==> src/rtl/priority_encoder_pkg.sv <==
// Shared types and helpers for the 8-to-3 priority encoder.
package priority_encoder_pkg;

    localparam int N  = 8;
    localparam int CW = 3;

    typedef enum logic {
        IDLE,
        PRESENT
    } state_t;

    function automatic logic [N-1:0] code_onehot(input logic [CW-1:0] c);
        logic [N-1:0] m;
        m = '0;
        m[c] = 1'b1;
        return m;
    endfunction

endpackage

==> src/rtl/priority_encoder_8to3_pri_find8.sv <==
// Combinational finder over an 8-bit vector starting at a given index.
// Searches downward by default, upward when PRIORITY_ENCODER_RR_EN is defined.
module pri_find8
    import priority_encoder_pkg::*;
(
    input  logic [N-1:0]  vec,
    input  logic [CW-1:0] start,
    output logic [CW-1:0] idx,
    output logic          found
);

    logic [CW-1:0] k;

    always_comb begin
        idx   = '0;
        found = 1'b0;
        k     = '0;
        for (int unsigned i = 0; i < N; i++) begin
`ifdef PRIORITY_ENCODER_RR_EN
            k = start + CW'(i);
`else
            k = start - CW'(i);
`endif
            if (!found && vec[k]) begin
                idx   = k;
                found = 1'b1;
            end
        end
    end

endmodule

==> src/rtl/priority_encoder_8to3.sv <==
// Sticky-pending 8-to-3 priority encoder with valid/ready code output.
// Define PRIORITY_ENCODER_RR_EN for round-robin instead of fixed priority.
module priority_encoder_8to3
    import priority_encoder_pkg::*;
(
    input  logic          clk,
    input  logic          rst,
    input  logic          en,
    input  logic [N-1:0]  req,
    output logic [CW-1:0] code,
    output logic          valid,
    input  logic          ready,
    output logic [N-1:0]  pend,
    output logic          busy
);

    state_t        state_q, state_d;
    logic [CW-1:0] code_q, code_d;
    logic          valid_q, valid_d;
    logic [N-1:0]  pend_q, pend_d;

    logic          hs;
    logic [N-1:0]  clr_mask;
    logic [N-1:0]  rem;
    logic [CW-1:0] start;
    logic [CW-1:0] win_idx;
    logic          win_found;

    assign hs       = valid_q && ready;
    assign clr_mask = hs ? code_onehot(code_q) : '0;
    // In IDLE clr_mask is zero, so rem is simply pend and one finder serves both states.
    assign rem      = pend_q & ~clr_mask;
    assign pend_d   = rem | (en ? req : '0);

`ifdef PRIORITY_ENCODER_RR_EN
    logic [CW-1:0] last_q, last_d;

    assign last_d = hs ? code_q : last_q;
    assign start  = last_d + CW'(1);

    always_ff @(posedge clk) begin
        if (rst) last_q <= '1;
        else     last_q <= last_d;
    end
`else
    assign start = '1;
`endif

    pri_find8 u_find (
        .vec   (rem),
        .start (start),
        .idx   (win_idx),
        .found (win_found)
    );

    always_comb begin
        state_d = state_q;
        code_d  = code_q;
        valid_d = valid_q;
        unique case (state_q)
            IDLE: begin
                if (win_found) begin
                    code_d  = win_idx;
                    valid_d = 1'b1;
                    state_d = PRESENT;
                end
            end
            PRESENT: begin
                if (hs) begin
                    if (win_found) begin
                        code_d = win_idx;
                    end else begin
                        valid_d = 1'b0;
                        state_d = IDLE;
                    end
                end
            end
            default: begin
                state_d = IDLE;
                valid_d = 1'b0;
            end
        endcase
    end

    always_ff @(posedge clk) begin
        if (rst) begin
            state_q <= IDLE;
            code_q  <= '0;
            valid_q <= 1'b0;
            pend_q  <= '0;
        end else begin
            state_q <= state_d;
            code_q  <= code_d;
            valid_q <= valid_d;
            pend_q  <= pend_d;
        end
    end

    assign code  = code_q;
    assign valid = valid_q;
    assign pend  = pend_q;
    assign busy  = (pend_q != '0) || valid_q;

endmodule
==> config.mk <==
export PLATFORM = sky130hd
export DESIGN_NAME = priority_encoder_8to3
export DESIGN_NICKNAME = d
export VERILOG_FILES = /design/src/rtl/priority_encoder_pkg.sv /design/src/rtl/priority_encoder_8to3_pri_find8.sv /design/src/rtl/priority_encoder_8to3.sv
export SDC_FILE = /design/constraint.sdc
export NUM_CORES = 1
export LEC_CHECK = 0
export BUFFER_PORTS_ARGS = -buffer_cell sky130_fd_sc_hd__buf_2
export CAP_MARGIN = 15
export CELL_PAD_IN_SITES_DETAIL_PLACEMENT = 0
export CELL_PAD_IN_SITES_GLOBAL_PLACEMENT = 1
export CORE_AREA = 2 2 49 51
export CTS_CLUSTER_DIAMETER = 50
export DETAILED_ROUTE_END_ITERATION = 6
export DIE_AREA = 0 0 51 53
export GPL_ROUTABILITY_DRIVEN = 0
export PLACE_DENSITY_LB_ADDON = 0.08
export SLEW_MARGIN = 30
export SYNTH_ARGS = -nofsm -noshare
export SYNTH_HDL_FRONTEND = slang
export SYNTH_SLANG_ARGS = --single-unit
==> constraint.sdc <==
create_clock -name clk -period 1.75 [get_ports clk]
set_input_delay 0.35 -clock clk [delete_from_list [all_inputs] [get_ports clk]]
set_output_delay 0.35 -clock clk [all_outputs]
set_load 0.02 [all_outputs]
==> results.cfg <==
[logic_synthesis]
synth_cell_types = 30
yosys_register_bits = 13
synth_edf_count = 0
syn_nets = 89
ys_warn_count = 0
syn_avg_cell_area_um2 = 9.21
synth_top_flop_cell = dfxtp_1
syn_inst = 77
seq_area_frac_synth_pct = 36.7
synth_area_um2 = 709
async_flop_share_pct = 0

[clock_tree]
cts_tree = yes
cts_buffers = 3
cts_max_level = 1
clk_path_buf_depth = 2
clock_sinks = 13
cts_root_buffer = clkbuf_4
clock_latency_ns = 0.28
clkSlewWorstSetupHoldPaths_ns = 0.08
ctsHoldBuffers = 0

[layout]
post-route-util_pct = 46.5
synthToLayoutAreaGrowth_pct = 40.7
final_cell_mix = buf_2 (24), nand2_1 (13), a21oi_1 (11), buf_4 (11), dfxtp_1 (10)
layout_commonest_cell = buf_2
num_antenna_cells = 0
final_nets = 127
drive_gt1_share_pct = 50.9

[sta]
hold_viol = 0
skew_ns = 0.00228
fmax_mhz = 612
slew_violations = 0
timing.slew.headroom_pct = 79.1
rsz0062_at_grt = false
worstMarginPinSlew_ns = 0.311
period_minus_slack_ns = 1.63
period_share_pct = 93.4
setup_viol = 0

[detailed_routing]
viasPerCell = 5.13
ant_nets = 0
drt_iter0_markers = 5
drc_errors = 0
first_pass_iters = 4
wl_mm = 1.83
vias = 728
avgRoutedWirePerCell_um = 12.9

[power]
powerDensity_mw_per_mm2 = 846
leakagePower_nw = 0.435
peakVddDrop_mv = 0.433
finalPower_mw = 0.844

[hold_path]
min_path_type = in -> reg

[worst_setup_path]
cp_cell_sequence = or3b_4, o21ai_4, nand4_4, o21ai_4, mux2i_1
path_max_fanout = 6
crit_top_cell = o21ai_4
critPathTopFamily = simple AND/OR/NAND/NOR gates
start_kind = flip-flop
cpPeakStageDelay_ns = 0.43
cp_slowest_cell = or3b_4
worstPathRequired_ns = 1.96
crit_buf_inv = 0
worstPathArrival_ns = 1.85
crit_path_end_kind = flip-flop
worstSetupPathType = reg -> reg

[place]
hpwl_mm = 1.48
port_buffers = 24

[floorplanning]
die_h_um = 53
coreArea_mm2 = 0.00215
pin_count = 25
die-width_um = 51
start_util_pct = 33.0
num_rows = 17
die_area_mm2 = 0.00270

[global_routing]
grt_usage_pct = 16.5
grt-ovfl-total = 0
grt.met2_usage_pct = 27.1
grt.busiest_layer = met2
grt_pass1_vias = 682
grt_use_met3_pct = 6.50
grt_max_degree = 14
grt_antenna_before_repair = 0
use_met1_pct = 20.1
grt_pass1_wl_mm = 3.24

[job]
maxCapViolations = 0

[run_status]
status = completed
cells by family after synthesis:
logic type | Yosys count | synth area share, %
flip-flops | 13 | 36.7
multiplexers | 1 | 1.41
AND/OR/NAND/NOR | 29 | 26.1
buffers and inverters | 5 | 2.64
AO/OA/AOI/OAI | 29 | 33.2
through the flow:
stage               setup TNS (ns)  cell area (um2)  instances  setup slack, ns  hold slack, ns
floorplan                        0              709         77            0.117           0.429
global placement          -0.00642              932        137         -0.00642           0.511
CTS                              0              958        141           0.0570           0.299
detailed placement         -0.0136              932        137          -0.0136           0.514
finish                           0              998        142            0.116           0.309
global route                     0              998        142          0.00859           0.315
power breakdown:
group	total [mW]	switching (mW)	internal, mW
clock network	0.187	0.0985	0.0884
registers	0.366	0.0394	0.327
logic	0.291	0.159	0.132
total	0.844	0.297	0.547
registers in the layout, indices dropped and copies added, names as in the netlist:
signal   count
code         3
pend         8
state_q      1
valid        1
per-layer routing:
metal	vias up	part of all wire, %
met5	-	0
met4	0	1.0
met3	4	6.3
met2	22	47
met1	342	46
li1	360	-
final timing paths:
kind / cells after the start / slack, ns / endpoint / startpoint
max: 5 / 0.12 / code[1] / code[2]
min: 3 / 0.31 / pend[1] / req[1]
max reg2reg: 5 / 0.12 / code[1] / code[2]
min reg2reg: 2 / 0.50 / code[0] / code[0]
synth_stat cells, types with 2 or more instances:
master	instances	area (um2)
a21oi_1	11	55.1
dfxtp_1	13	260
inv_1	3	11.3
nand2_1	13	48.8
nand3_1	2	10.0
nand3b_1	2	15.0
nor2_1	2	7.51
o21a_1	2	15.0
o21ai_0	2	10.0
o21ai_2	4	35.0
o21ai_4	4	65.1
layout make-up:
type                    count  area [um2]
clock buffers               4        26.3
fillers                   231        1150
multi-input cells          59         459
repair buffers             35         203
inverters                   3        11.3
well taps                  28        35.0
flip-flops and latches     13         264
timing repair:
item	4_1_cts	5_1_grt
endpoints found under the setup margin	0	3
setup buffers	0	1
resized for setup	0	7
worst min-delay path: cells and delay by family:
kind	cells	cell delay, ns
compound gates	1	0.05
simple gates	1	0.04
buf+inv	1	0.09
(Power assumes the default switching activity.)
